**config.mk**
```make
export PLATFORM = sky130hd
export DESIGN_NAME = updown_bcd_display
export DESIGN_NICKNAME = d
export VERILOG_FILES = /design/src/rtl/updown_bcd_display.sv
export SDC_FILE = /design/constraint.sdc
export NUM_CORES = 1
export LEC_CHECK = 0
export ABC_AREA = 1
export ABC_CLOCK_PERIOD_IN_PS = 3020
export BUFFER_PORTS_ARGS = -buffer_cell sky130_fd_sc_hd__buf_2
export CAP_MARGIN = 15
export CORE_MARGIN = 5
export CORE_UTILIZATION = 25
export CTS_BUF_LIST = sky130_fd_sc_hd__clkbuf_8 sky130_fd_sc_hd__clkbuf_16
export CTS_CLUSTER_SIZE = 8
export DETAILED_ROUTE_END_ITERATION = 8
export PLACE_DENSITY_LB_ADDON = 0.15
export SLEW_MARGIN = 20
export SYNTH_ARGS = -nofsm -noshare
export SYNTH_HDL_FRONTEND = slang
export SYNTH_SLANG_ARGS = --single-unit
```
**constraint.sdc**
```tcl
create_clock -name clk -period 3.02 [get_ports clk]
set_input_delay 0.302 -clock clk [delete_from_list [all_inputs] [get_ports clk]]
set_output_delay 0.302 -clock clk [all_outputs]
set_load 0.05 [all_outputs]
```
**src/rtl/updown_bcd_display.sv**
```systemverilog
// Two-digit BCD up/down counter with programmable wrap point, driving a
// time-multiplexed active-low seven-segment display (units on an[0], tens on an[1]).
module updown_bcd_display #(
  parameter int MAX_COUNT   = 99,
  parameter int REFRESH_DIV = 50000,
  parameter bit BLANK_LZ    = 1'b1
) (
  input  logic       clk,
  input  logic       reset,
  input  logic       enable,
  input  logic       up_down,
  output logic [7:0] count_bcd,
  output logic       wrap,
  output logic [6:0] seg,
  output logic [1:0] an
);

  localparam int             DIV_W    = $clog2(REFRESH_DIV);
  localparam logic [DIV_W-1:0] DIV_LAST = DIV_W'(REFRESH_DIV - 1);
  localparam logic [3:0]     MAX_T    = 4'(MAX_COUNT / 10);
  localparam logic [3:0]     MAX_U    = 4'(MAX_COUNT % 10);
  localparam logic [7:0]     MAX_BCD  = {MAX_T, MAX_U};

  logic [3:0]       tens;
  logic [3:0]       units;
  logic [7:0]       count_nxt;
  logic             wrap_nxt;
  logic [DIV_W-1:0] div;
  logic             sel;
  logic [3:0]       digit;
  logic             blank;

  // BCD increment with wrap at MAX_BCD; returns {wrap, tens, units}.
  function automatic logic [8:0] bcd_inc(input logic [7:0] cur);
    logic [8:0] res;
    if (cur == MAX_BCD)
      res = {1'b1, 8'h00};
    else if (cur[3:0] == 4'd9)
      res = {1'b0, cur[7:4] + 4'd1, 4'd0};
    else
      res = {1'b0, cur[7:4], cur[3:0] + 4'd1};
    return res;
  endfunction

  // BCD decrement with wrap from 00 to MAX_BCD; returns {wrap, tens, units}.
  function automatic logic [8:0] bcd_dec(input logic [7:0] cur);
    logic [8:0] res;
    if (cur == 8'h00)
      res = {1'b1, MAX_BCD};
    else if (cur[3:0] == 4'd0)
      res = {1'b0, cur[7:4] - 4'd1, 4'd9};
    else
      res = {1'b0, cur[7:4], cur[3:0] - 4'd1};
    return res;
  endfunction

  // Active-low decoder, bit order {g,f,e,d,c,b,a}; non-BCD input blanks.
  function automatic logic [6:0] seg_decode(input logic [3:0] d);
    logic [6:0] s;
    case (d)
      4'd0:    s = 7'b1000000;
      4'd1:    s = 7'b1111001;
      4'd2:    s = 7'b0100100;
      4'd3:    s = 7'b0110000;
      4'd4:    s = 7'b0011001;
      4'd5:    s = 7'b0010010;
      4'd6:    s = 7'b0000010;
      4'd7:    s = 7'b1111000;
      4'd8:    s = 7'b0000000;
      4'd9:    s = 7'b0010000;
      default: s = 7'b1111111;
    endcase
    return s;
  endfunction

  assign count_bcd = {tens, units};

  always_comb begin
    count_nxt = count_bcd;
    wrap_nxt  = 1'b0;
    if (enable) begin
      if (up_down)
        {wrap_nxt, count_nxt} = bcd_dec(count_bcd);
      else
        {wrap_nxt, count_nxt} = bcd_inc(count_bcd);
    end
  end

  // Counter and refresh state; an is registered alongside the digit select
  // so it always matches the digit that seg is decoding.
  always_ff @(posedge clk) begin
    if (reset) begin
      tens  <= 4'd0;
      units <= 4'd0;
      wrap  <= 1'b0;
      div   <= '0;
      sel   <= 1'b0;
      an    <= 2'b10;
    end else begin
      tens  <= count_nxt[7:4];
      units <= count_nxt[3:0];
      wrap  <= wrap_nxt;
      if (div == DIV_LAST) begin
        div <= '0;
        sel <= ~sel;
        an  <= sel ? 2'b10 : 2'b01;
      end else begin
        div <= div + DIV_W'(1);
      end
    end
  end

  assign digit = sel ? tens : units;
  assign blank = BLANK_LZ && sel && (tens == 4'd0);
  assign seg   = blank ? 7'b1111111 : seg_decode(digit);

endmodule

```
==> results of run 1 <==
-- critical path, delay by kind of cell, from the launching register on --
family	cells	cell delay (ns)
buffers and inverters	2	0.36
flip-flops	1	0.63
AO/OA/AOI/OAI	2	0.25
AND/OR/NAND/NOR	3	0.40
adder cells (fa/ha/maj)	1	0.21
-- cell families after synthesis --
kind of cell    count (synthesis)  share of synthesized area
compound gates                 37                      0.121
xor+xnor                       10                     0.0464
flops                          27                      0.286
buf+inv                        43                      0.103
fa+ha+maj                      13                     0.0861
simple gates                  147                      0.357
-- worst max-delay path by stage --
stage / start / to / slack (ns) / depth (start not counted)
finish: an[0] / seg[6] / 0.60 / 8
global route: an[0] / seg[0] / 0.29 / 9
CTS: an[0] / seg[6] / 0.59 / 8
detailed placement: an[0] / seg[6] / 0.90 / 8
global placement: an[0] / seg[5] / 0.96 / 8
floorplan: tens[0] / seg[0] / 0.76 / 9
-- layout by cell type (no fill, tap or decap), drive strengths merged, types with 10 or more instances in the layout --
cell,Yosys,final
xor2,10,10
a21oi,14,14
dfxtp,27,27
inv,37,38
buf,6,21
ha,13,13
nand2,67,67
o21ai,17,17
nand3,25,25
nand4,11,11
nor2,32,32
-- layer usage --
layer | wire [um] | share of wire
met2 | 2240 | 0.49
met4 | 53 | 0.012
met5 | 0 | 0
met1 | 2160 | 0.47
met3 | 139 | 0.030
-- power groups by stage --
stage | Combinational (uW) | Sequential (uW) | Clock (uW)
2_1_floorplan | 191 | 419 | 0
3_3_place_gp | 271 | 398 | 0
3_5_place_dp | 270 | 398 | 0
4_1_cts | 271 | 389 | 216
5_1_grt | 297 | 392 | 231
6_report | 267 | 389 | 206
-- area by class of cell --
| type | count | area (um2) |
|---|---|---|
| clock inverters | 1 | 3.75 |
| repair buffers | 21 | 105 |
| clock buffers | 3 | 41.3 |
| multi-input cells | 207 | 1150 |
| flip-flops and latches | 27 | 541 |
| inverters | 37 | 141 |
| well taps | 99 | 124 |
| fillers | 857 | 5180 |
-- through the flow --
| stage | worst slack, ns | std cells | cell area (um2) | util | power, uW |
|---|---|---|---|---|---|
| after floorplan | 0.760 | 277 | 1890 | - | 611 |
| after global placement | 0.961 | 391 | 2060 | 0.283 | 669 |
| after detailed placement | 0.903 | 391 | 2060 | 0.283 | 668 |
| after CTS | 0.591 | 395 | 2110 | 0.289 | 876 |
| after global routing | 0.292 | 395 | 2110 | 0.289 | 921 |
| final | 0.595 | 395 | 2110 | 0.289 | 862 |
-- state kept, by name, indices dropped and copies added, names as in the netlist --
signal	cells
units	4
an	2
tens	4
div	16
wrap	1
-- cell usage after synthesis (all sizes together) --
master / number / area, um2
nand3: 25 / 130
a21boi: 1 / 18.8
a31oi: 2 / 12.5
dfxtp: 27 / 541
o211ai: 2 / 20.0
xor2: 10 / 87.6
ha: 13 / 163
nor2: 32 / 138
nand4: 11 / 68.8
a21oi: 14 / 70.1
nand2: 67 / 269
o21a: 1 / 7.51
or2: 1 / 8.76
buf: 6 / 53.8
nor3: 9 / 45.0
inv: 37 / 141
o21ai: 17 / 100
nand3b: 2 / 15.0
==> results.rst, run 1 <==
.. list-table::
   :header-rows: 1

   * - Metric
     - Value
   * - Design internal power
     - 532 uW
   * - Number of remaining DRC errors
     - 0
   * - Final Hold Slack
     - 0.264 ns
   * - Transition at the pin with the smallest max-transition slack
     - 0.545 ns
   * - Post-CTS repair timing setup buffer count
     - 0
   * - Max capacitance violation total
     - 0
   * - Busiest metal layer after global routing
     - met2
   * - Setup slack of the most critical reg-to-reg path
     - 1.39 ns
   * - Vias
     - 1747
   * - Count of endpoints failing hold in the final timing report
     - 0
   * - Crit Path Category
     - flop to primary output
   * - Area growth from synthesis to layout
     - 11.7%
   * - Number of placed I/O pins
     - 22
   * - Total negative slack
     - 0 ns
   * - VDD IR-drop max
     - 113 uV
   * - Final Wtd Congestion
     - 0.787
   * - Sw power
     - 330 uW
   * - Post-layout min period
     - 2.42 ns
   * - Initial standard-cell utilization of the core
     - 0.259
   * - Tcrit/Tclk final
     - 0.803
   * - Total length of routed wires
     - 4.59 mm
   * - Endpoint arrival time on the critical path
     - 2.12 ns
   * - Overall die area
     - 9400 um2
   * - Met3 track demand over resource in global routing
     - 0.0187
   * - Iteration-0 DRC count of the detailed router
     - 52
   * - Number of max-slew violations in the final report
     - 0
   * - Antenna diodes
     - 0
   * - Die height
     - 96.9 um
   * - Chip Width
     - 96.9 um
   * - Worst slew margin relative to its limit
     - 0.634
   * - Via density per instance
     - 4.42
   * - Clock buffer depth
     - 2
   * - Element type at the critical path start
     - flop
   * - Slowest cell on the critical path
     - sky130_fd_sc_hd__dfxtp_1
   * - Global-route track usage on met2
     - 0.178
   * - Combinational power share
     - 0.310
   * - Final routed wire length divided by cell count
     - 11.6 um
   * - Number of CTS-inserted buffers
     - 3
   * - Number of clock sinks seen by CTS
     - 27
   * - Crit Reg-Reg Endpoint
     - tens[0]
   * - Hold path startpoint
     - reset
   * - Setup repair after global routing missed its margin
     - false
   * - Sequential fraction of the synthesis area
     - 0.286
   * - Insertion delay of the later-clocked pin in the worst-skew pair
     - 0.27 ns
   * - Number of buffers inserted for hold repair after clock tree synthesis
     - 0
   * - Count of unique library cells instantiated by Yosys
     - 30
   * - Worst hold-check path type
     - input pin to flop
   * - Congestion Overflow GR
     - 0
   * - Part of the total power dissipated in the clock network
     - 0.239
   * - End point of the most critical hold path
     - an[0]
   * - Highest net fanout along the worst path
     - 13
   * - Cell-by-cell trace of the critical path
     - nand2_1, o21ai_0, inv_1, ha_1, or2_4, o211ai_2, nand2_2, buf_2
   * - Antenna violations before repair
     - 0
   * - Global routing met1 resource utilization
     - 0.128
   * - Max Clock Skew
     - 0.00408 ns
   * - Cells after synthesis
     - 277
   * - Cell count of the worst hold path
     - 2
   * - Start of the worst register-to-register path
     - units[1]
   * - Critical path capture point type
     - primary output
   * - Worst r2r path cells
     - 8
   * - All-layer global routing usage
     - 0.103
   * - Clock transition at the register clock pins on the worst setup and hold paths after CTS
     - 0.09 ns
   * - Result of the run
     - completed
   * - Global-route wire length before repair
     - 8.18 mm
   * - Highest cell delay on the worst timing path
     - 0.63 ns
   * - Fraction of final layout cells with drive strength greater than 1
     - 0.159
   * - Nets
     - 314
   * - Antenna-violating nets left
     - 0
   * - Number of buffers inserted by port buffering
     - 21
   * - CTS root buf
     - sky130_fd_sc_hd__clkbuf_8
   * - Final number of setup-violating endpoints
     - 0
   * - Power density relative to cell area
     - 409 nW/um2
   * - Half-perimeter wire length of the detailed placement result
     - 3.65 mm
   * - First-pass detailed-route iteration total
     - 7
   * - Maximum number of pins on one net before global-route repair
     - 18
   * - Number of global-route vias before repair
     - 1707
   * - H-tree depth
     - 1
   * - Upper clock frequency limit
     - 0.412 GHz
   * - Synth Area per Inst
     - 6.82 um2
   * - Cell area after synthesis
     - 1890 um2
   * - Post-Syn Nets
     - 294
   * - Post-CTS resize count
     - 0
   * - Area of the core region
     - 7290 um2
   * - YS warnings
     - 0
   * - Share of total power consumed by net switching
     - 0.383
   * - Clock tree from TritonCTS
     - done
   * - Number of core rows
     - 31
   * - Lkg Pwr
     - 0.000897 uW
   * - Synth Register Bits
     - 27
   * - Worst endpoint required time
     - 2.72 ns
   * - Seq pwr share
     - 0.451
Note: power is estimated with default switching activity, not from simulation.
==> run 2: changes to the inputs <==
--- a/config.mk
+++ b/config.mk
@@ -6,7 +6,7 @@
 export NUM_CORES = 1
 export LEC_CHECK = 0
 export ABC_AREA = 1
-export ABC_CLOCK_PERIOD_IN_PS = 3020
+export ABC_CLOCK_PERIOD_IN_PS = 2300
 export BUFFER_PORTS_ARGS = -buffer_cell sky130_fd_sc_hd__buf_2
 export CAP_MARGIN = 15
 export CORE_MARGIN = 5
==> constraint.sdc (replaced) <==
create_clock -name clk -period 2.3 [get_ports clk]
set_input_delay 0.23 -clock clk [delete_from_list [all_inputs] [get_ports clk]]
set_output_delay 0.23 -clock clk [all_outputs]
set_load 0.05 [all_outputs]
==> results.rst, run 2 (same netlist as run 1, synthesis figures left out) <==
.. list-table::
   :header-rows: 1

   * - Metric
     - Value
   * - Endpoint arrival time on the critical path
     - 1.90 ns (-0.22 ns)
   * - Combinational power share
     - 0.310 (about the same)
   * - Power density relative to cell area
     - 532 nW/um2 (+30%)
   * - Global-route track usage on met2
     - 0.167 (-0.0111)
   * - H-tree depth
     - 1 (unchanged)
   * - First-pass detailed-route iteration total
     - 4 (-3)
   * - Number of remaining DRC errors
     - 0 (unchanged)
   * - Post-layout min period
     - 2.13 ns
   * - Registers with the most flip-flops
     - div (16), tens (4), units (4)
   * - Design internal power
     - 699 uW (+31%)
   * - Final number of setup-violating endpoints
     - 0 (unchanged)
   * - Area of the core region
     - 7290 um2 (unchanged)
   * - Seq pwr share
     - 0.453 (+0.002)
   * - Max capacitance violation total
     - 0 (unchanged)
   * - Number of max-slew violations in the final report
     - 0 (unchanged)
   * - Vias
     - 1708 (-2.2%)
   * - Leading cell type in the layout, fill and taps excluded
     - sky130_fd_sc_hd__nand2_1
   * - Number of global-route vias before repair
     - 1633 (-4.3%)
   * - Count of endpoints failing hold in the final timing report
     - 0 (unchanged)
   * - Area growth from synthesis to layout
     - 12.4%
   * - Antenna diodes
     - 0 (unchanged)
   * - Sw power
     - 431 uW (+31%)
   * - Upper clock frequency limit
     - 0.469 GHz
   * - Highest net fanout along the worst path
     - 6 (-7)
   * - Max Clock Skew
     - 0.00159 ns (-0.00249 ns)
   * - Congestion Overflow GR
     - 0 (unchanged)
   * - Antenna violations before repair
     - 0 (unchanged)
   * - Met3 track demand over resource in global routing
     - 0.0129 (-0.00576)
   * - Worst hold-check path type
     - input pin to flop
   * - Iteration-0 DRC count of the detailed router
     - 71 (+37%)
   * - Chip Width
     - 96.9 um (unchanged)
   * - Post-CTS repair timing setup buffer count
     - 0 (unchanged)
   * - Number of core rows
     - 31 (unchanged)
   * - Die height
     - 96.9 um (unchanged)
   * - Result of the run
     - completed
   * - Total power of the final layout
     - 1130 uW (+31%)
   * - Antenna-violating nets left
     - 0 (unchanged)
   * - Busiest metal layer after global routing
     - met2
   * - Lkg Pwr
     - 0.000904 uW (+0.85%)
   * - Top library cells by usage in the layout, fill and taps aside
     - 62 x sky130_fd_sc_hd__nand2_1, 30 x sky130_fd_sc_hd__inv_1, 27 x sky130_fd_sc_hd__nor2_1
   * - Insertion delay of the later-clocked pin in the worst-skew pair
     - 0.27 ns (about the same)
   * - Maximum number of pins on one net before global-route repair
     - 18 (unchanged)
   * - Clock buffer depth
     - 2 (unchanged)
   * - Element type at the critical path start
     - flop
   * - Half-perimeter wire length of the detailed placement result
     - 3.54 mm (-2.8%)
   * - Worst slew margin relative to its limit
     - 0.681 (+0.0472)
   * - Number of CTS-inserted buffers
     - 3 (unchanged)
   * - VDD IR-drop max
     - 154 uV (+36%)
   * - All-layer global routing usage
     - 0.0985 (-0.00401)
   * - Worst endpoint required time
     - 2.07 ns (-0.65 ns)
   * - Tcrit/Tclk final
     - 0.928
   * - Largest register by flop count
     - div
   * - Number of buffers inserted by port buffering
     - 21 (unchanged)
   * - Crit Path Category
     - flop to primary output
   * - Share of total power consumed by net switching
     - 0.381 (-0.00158)
   * - CTS root buf
     - sky130_fd_sc_hd__clkbuf_8
   * - Critical path capture point type
     - primary output
   * - Via density per instance
     - 4.31 (-2.5%)
   * - Initial standard-cell utilization of the core
     - 0.259 (unchanged)
   * - Fraction of final layout cells with drive strength greater than 1
     - 0.172 (+0.0129)
   * - Overall die area
     - 9400 um2 (unchanged)
   * - Transition at the pin with the smallest max-transition slack
     - 0.475 ns (-0.0702 ns)
   * - Number of placed I/O pins
     - 22 (unchanged)
   * - Total negative slack
     - 0 ns (unchanged)
   * - Final routed wire length divided by cell count
     - 11.5 um (-1.3%)
   * - Largest register FFs
     - 16 (unchanged)
   * - Final Wtd Congestion
     - 0.798 (+1.5%)
   * - Global-route wire length before repair
     - 7.89 mm (-3.5%)
   * - Global routing met1 resource utilization
     - 0.131 (+0.00271)
   * - Part of the total power dissipated in the clock network
     - 0.237 (-0.002)
   * - Clock transition at the register clock pins on the worst setup and hold paths after CTS
     - 0.09 ns (about the same)
   * - Setup repair after global routing missed its margin
     - false
   * - Clock tree from TritonCTS
     - done
   * - Number of clock sinks seen by CTS
     - 27 (unchanged)
   * - Total length of routed wires
     - 4.55 mm (-1.1%)
   * - Nets
     - 315 (+0.32%)
-- run 2: changes by cell type in the layout (fill, tap and decap cells not counted) --
cell                      previous run  this run
sky130_fd_sc_hd__buf_4               0         1
sky130_fd_sc_hd__dfxtp_1            27        26
sky130_fd_sc_hd__dfxtp_2             0         1
sky130_fd_sc_hd__inv_1              31        30
sky130_fd_sc_hd__inv_2               6         7
sky130_fd_sc_hd__nor3_1              9         8
sky130_fd_sc_hd__nor3_2              0         1
sky130_fd_sc_hd__o21ai_0            15        14
sky130_fd_sc_hd__o21ai_1             0         1
-- run 2: path summary, 6_finish.rpt --
path             end  cells past startpoint      from  slack [ns]
max           seg[5]                      9   tens[0]        0.17
min            an[0]                      2     reset        0.20
max reg2reg  tens[2]                      8  units[0]        0.68
min reg2reg   div[0]                      1    div[0]        0.46
-- run 2: cell type report --
| class | instances | area, um2 |
|---|---|---|
| sequential | 27 | 542 |
| fill | 850 | 5170 |
| timing repair buffer | 22 | 113 |
| clock inverter | 1 | 3.75 |
| clock buffer | 3 | 41.3 |
| multi-input combinational | 207 | 1160 |
| inverter | 37 | 141 |
| tap | 99 | 124 |
-- run 2: power by group through the flow --
stage	clock [uW]	combinational (uW)	sequential [uW]
detailed placement	0	352	522
finish	268	351	512
global placement	0	357	522
global route	302	386	516
floorplan	0	251	550
CTS	288	354	511
-- run 2: routing by layer --
layer	vias up	part of all wire
met5	-	0
met4	0	0.0097
met3	4	0.015
met2	16	0.46
met1	749	0.52
li1	939	-
-- run 2: stage by stage --
step | std cells | hold slack [ns] | cell area (um2) | util | setup slack [ns]
global route | 396 | 0.195 | 2120 | 0.291 | 0.00264
CTS | 396 | 0.190 | 2120 | 0.290 | 0.0549
floorplan | 277 | 0.299 | 1890 | - | 0.112
global placement | 392 | 0.430 | 2070 | 0.284 | 0.398
finish | 396 | 0.196 | 2120 | 0.291 | 0.167
detailed placement | 392 | 0.441 | 2070 | 0.284 | 0.375
-- run 2: repair_timing --
action                     4_1_cts  5_1_grt
setup endpoints to repair        0        6
resized for setup                0        4
hold buffers                     0        0
-- run 2: worst max-delay path, stage by stage (launching register included) --
cell and delay [ns]:
sky130_fd_sc_hd__dfxtp_1 0.38, sky130_fd_sc_hd__inv_2 0.13, sky130_fd_sc_hd__nand2_1 0.06, sky130_fd_sc_hd__o21ai_1 0.17, sky130_fd_sc_hd__inv_1 0.13, sky130_fd_sc_hd__ha_1 0.19, sky130_fd_sc_hd__or2_4 0.25, sky130_fd_sc_hd__nand3_1 0.06
sky130_fd_sc_hd__nand2_1 0.05, sky130_fd_sc_hd__buf_2 0.21
==> run 3: changes to the inputs <==
--- a/config.mk
+++ b/config.mk
@@ -15,7 +15,7 @@
 export CTS_CLUSTER_SIZE = 8
 export DETAILED_ROUTE_END_ITERATION = 8
 export PLACE_DENSITY_LB_ADDON = 0.15
-export SLEW_MARGIN = 20
+export RECOVER_POWER = 50
 export SYNTH_ARGS = -nofsm -noshare
 export SYNTH_HDL_FRONTEND = slang
 export SYNTH_SLANG_ARGS = --single-unit
==> results.rst, run 3 (same netlist as run 1, synthesis figures left out) <==
.. list-table::
   :header-rows: 1

   * - Metric
     - Value
   * - Result of the run
     - completed
   * - Endpoint arrival time on the critical path
     - 1.90 ns (about the same)
   * - Final Hold Slack
     - 0.198 ns (+0.00193 ns)
   * - Largest delay contributor family on the critical path
     - buffers and inverters
   * - Critical path capture point type
     - primary output
   * - Count of endpoints failing hold in the final timing report
     - 0 (unchanged)
   * - Nets
     - 315 (unchanged)
   * - Upper clock frequency limit
     - 0.468 GHz (about the same)
   * - Setup slack of the most critical reg-to-reg path
     - 0.31 ns (-0.37 ns)
   * - Transition at the pin with the smallest max-transition slack
     - 0.628 ns (+0.154 ns)
   * - Worst endpoint required time
     - 2.07 ns (about the same)
   * - Die height
     - 96.9 um (unchanged)
   * - Highest net fanout along the worst path
     - 6 (unchanged)
   * - Crit path top cell by count
     - sky130_fd_sc_hd__nand2_1
   * - Highest cell delay on the worst timing path
     - 0.38 ns (about the same)
   * - Final routed wire length divided by cell count
     - 11.5 um (about the same)
   * - Largest register by flop count
     - div
   * - H-tree depth
     - 1 (unchanged)
   * - Antenna diodes
     - 0 (unchanged)
   * - Clock tree from TritonCTS
     - done
   * - Max capacitance violation total
     - 0 (unchanged)
   * - Via density per instance
     - 4.34 (+0.59%)
   * - Total length of routed wires
     - 4.54 mm (about the same)
   * - Largest register FFs
     - 16 (unchanged)
   * - Global-route wire length before repair
     - 7.89 mm (unchanged)
   * - Number of non-filler instances in the completed layout
     - 396 (unchanged)
   * - Half-perimeter wire length of the detailed placement result
     - 3.54 mm (unchanged)
   * - Clock buffer depth
     - 2 (unchanged)
   * - Antenna violations before repair
     - 0 (unchanged)
   * - Congestion Overflow GR
     - 0 (unchanged)
   * - Number of clock sinks seen by CTS
     - 27 (unchanged)
   * - Number of core rows
     - 31 (unchanged)
   * - Number of buffers inserted by port buffering
     - 21 (unchanged)
   * - Number of global-route vias before repair
     - 1633 (unchanged)
   * - Final number of setup-violating endpoints
     - 0 (unchanged)
   * - Area of the core region
     - 7290 um2 (unchanged)
   * - First-pass detailed-route iteration total
     - 4 (unchanged)
   * - Max Clock Skew
     - 0.00159 ns (-0.00000905 ns)
   * - Setup repair after global routing missed its margin
     - false
   * - Tcrit/Tclk final
     - 0.928 (about the same)
   * - Vias
     - 1718 (+0.59%)
   * - Registers with the most flip-flops
     - div (16), tens (4), units (4)
   * - Power density relative to cell area
     - 539 nW/um2 (+1.2%)
   * - Element type at the critical path start
     - flop
   * - Worst hold-check path type
     - input pin to flop
   * - Insertion delay of the later-clocked pin in the worst-skew pair
     - 0.27 ns (about the same)
   * - Lkg Pwr
     - 0.000861 uW (-4.8%)
   * - Worst slew margin relative to its limit
     - 0.583 (-0.0981)
   * - Number of placed I/O pins
     - 22 (unchanged)
   * - Clock transition at the register clock pins on the worst setup and hold paths after CTS
     - 0.09 ns (about the same)
   * - Overall die area
     - 9400 um2 (unchanged)
   * - Slowest cell on the critical path
     - sky130_fd_sc_hd__dfxtp_1
   * - Chip Width
     - 96.9 um (unchanged)
   * - Post-layout min period
     - 2.13 ns (+0.00124 ns)
   * - Final Wtd Congestion
     - 0.798 (unchanged)
   * - Area growth from synthesis to layout
     - 10.5%
   * - Number of max-slew violations in the final report
     - 0 (unchanged)
   * - Cell-by-cell trace of the critical path
     - inv_2, nand2_1, o21ai_1, inv_1, ha_1, or2_4, nand3_1, nand2_1, buf_2
   * - Placed cell count
     - 392 (unchanged)
   * - Number of remaining DRC errors
     - 0 (unchanged)
   * - Iteration-0 DRC count of the detailed router
     - 76 (+7.0%)
   * - All-layer global routing usage
     - 0.0985 (unchanged)
   * - Antenna-violating nets left
     - 0 (unchanged)
   * - VDD IR-drop max
     - 155 uV (+0.21%)
   * - Leading cell type in the layout, fill and taps excluded
     - sky130_fd_sc_hd__nand2_1
   * - Initial standard-cell utilization of the core
     - 0.259 (unchanged)
   * - Number of CTS-inserted buffers
     - 3 (unchanged)
   * - Top library cells by usage in the layout, fill and taps aside
     - 63 x sky130_fd_sc_hd__nand2_1, 30 x sky130_fd_sc_hd__inv_1, 29 x sky130_fd_sc_hd__nor2_1
   * - CTS root buf
     - sky130_fd_sc_hd__clkbuf_8
   * - Total negative slack
     - 0 ns (unchanged)
   * - Crit Path Category
     - flop to primary output
   * - Fraction of final layout cells with drive strength greater than 1
     - 0.121 (-0.0505)
   * - Maximum number of pins on one net before global-route repair
     - 18 (unchanged)
   * - WP buf/inv
     - 3 (unchanged)
run 3: path summary, 6_finish.rpt:
check / startpoint / end / depth (start not counted)
worst min-delay path: reset / an[0] / 2
worst max register to register: div[0] / an[1] / 9
worst min register to register: div[0] / div[0] / 1
worst max-delay path: tens[0] / seg[5] / 9
run 3: what timing repair did:
action	4_1_cts	5_1_grt
hold buffers	0	0
setup endpoints to repair	0	6
buffers inserted	0	0
gates resized for setup	0	4
run 3: area by class of cell:
cell class / instances / area (um2)
fillers: 859 / 5200
multi-input cells: 207 / 1140
flip-flops and latches: 27 / 542
inverters: 37 / 141
well taps: 99 / 124
repair buffers: 22 / 98.8
clock buffers: 3 / 41.3
clock inverters: 1 / 3.75
run 3: power breakdown:
group | internal (uW) | switching [uW]
combinational | 92.1 | 254
sequential | 484 | 28.0
clock | 120 | 148
run 3: per-layer routing:
metal / track usage / up-vias / part of all wire
met4: 0.0259 / 0 / 0.0097
met1: 0.131 / 754 / 0.51
met5: 0 / - / 0
met3: 0.0129 / 4 / 0.016
met2: 0.167 / 18 / 0.46
li1: - / 942 / -
run 3: metrics by stage:
step	power (uW)	cell area, um2	setup slack, ns	utilization
detailed placement	875	2070	0.375	0.284
CTS	1150	2120	0.0549	0.290
global placement	880	2070	0.398	0.284
finish	1120	2090	0.165	0.286
global route	1200	2090	0.00156	0.286
floorplan	802	1890	0.112	-
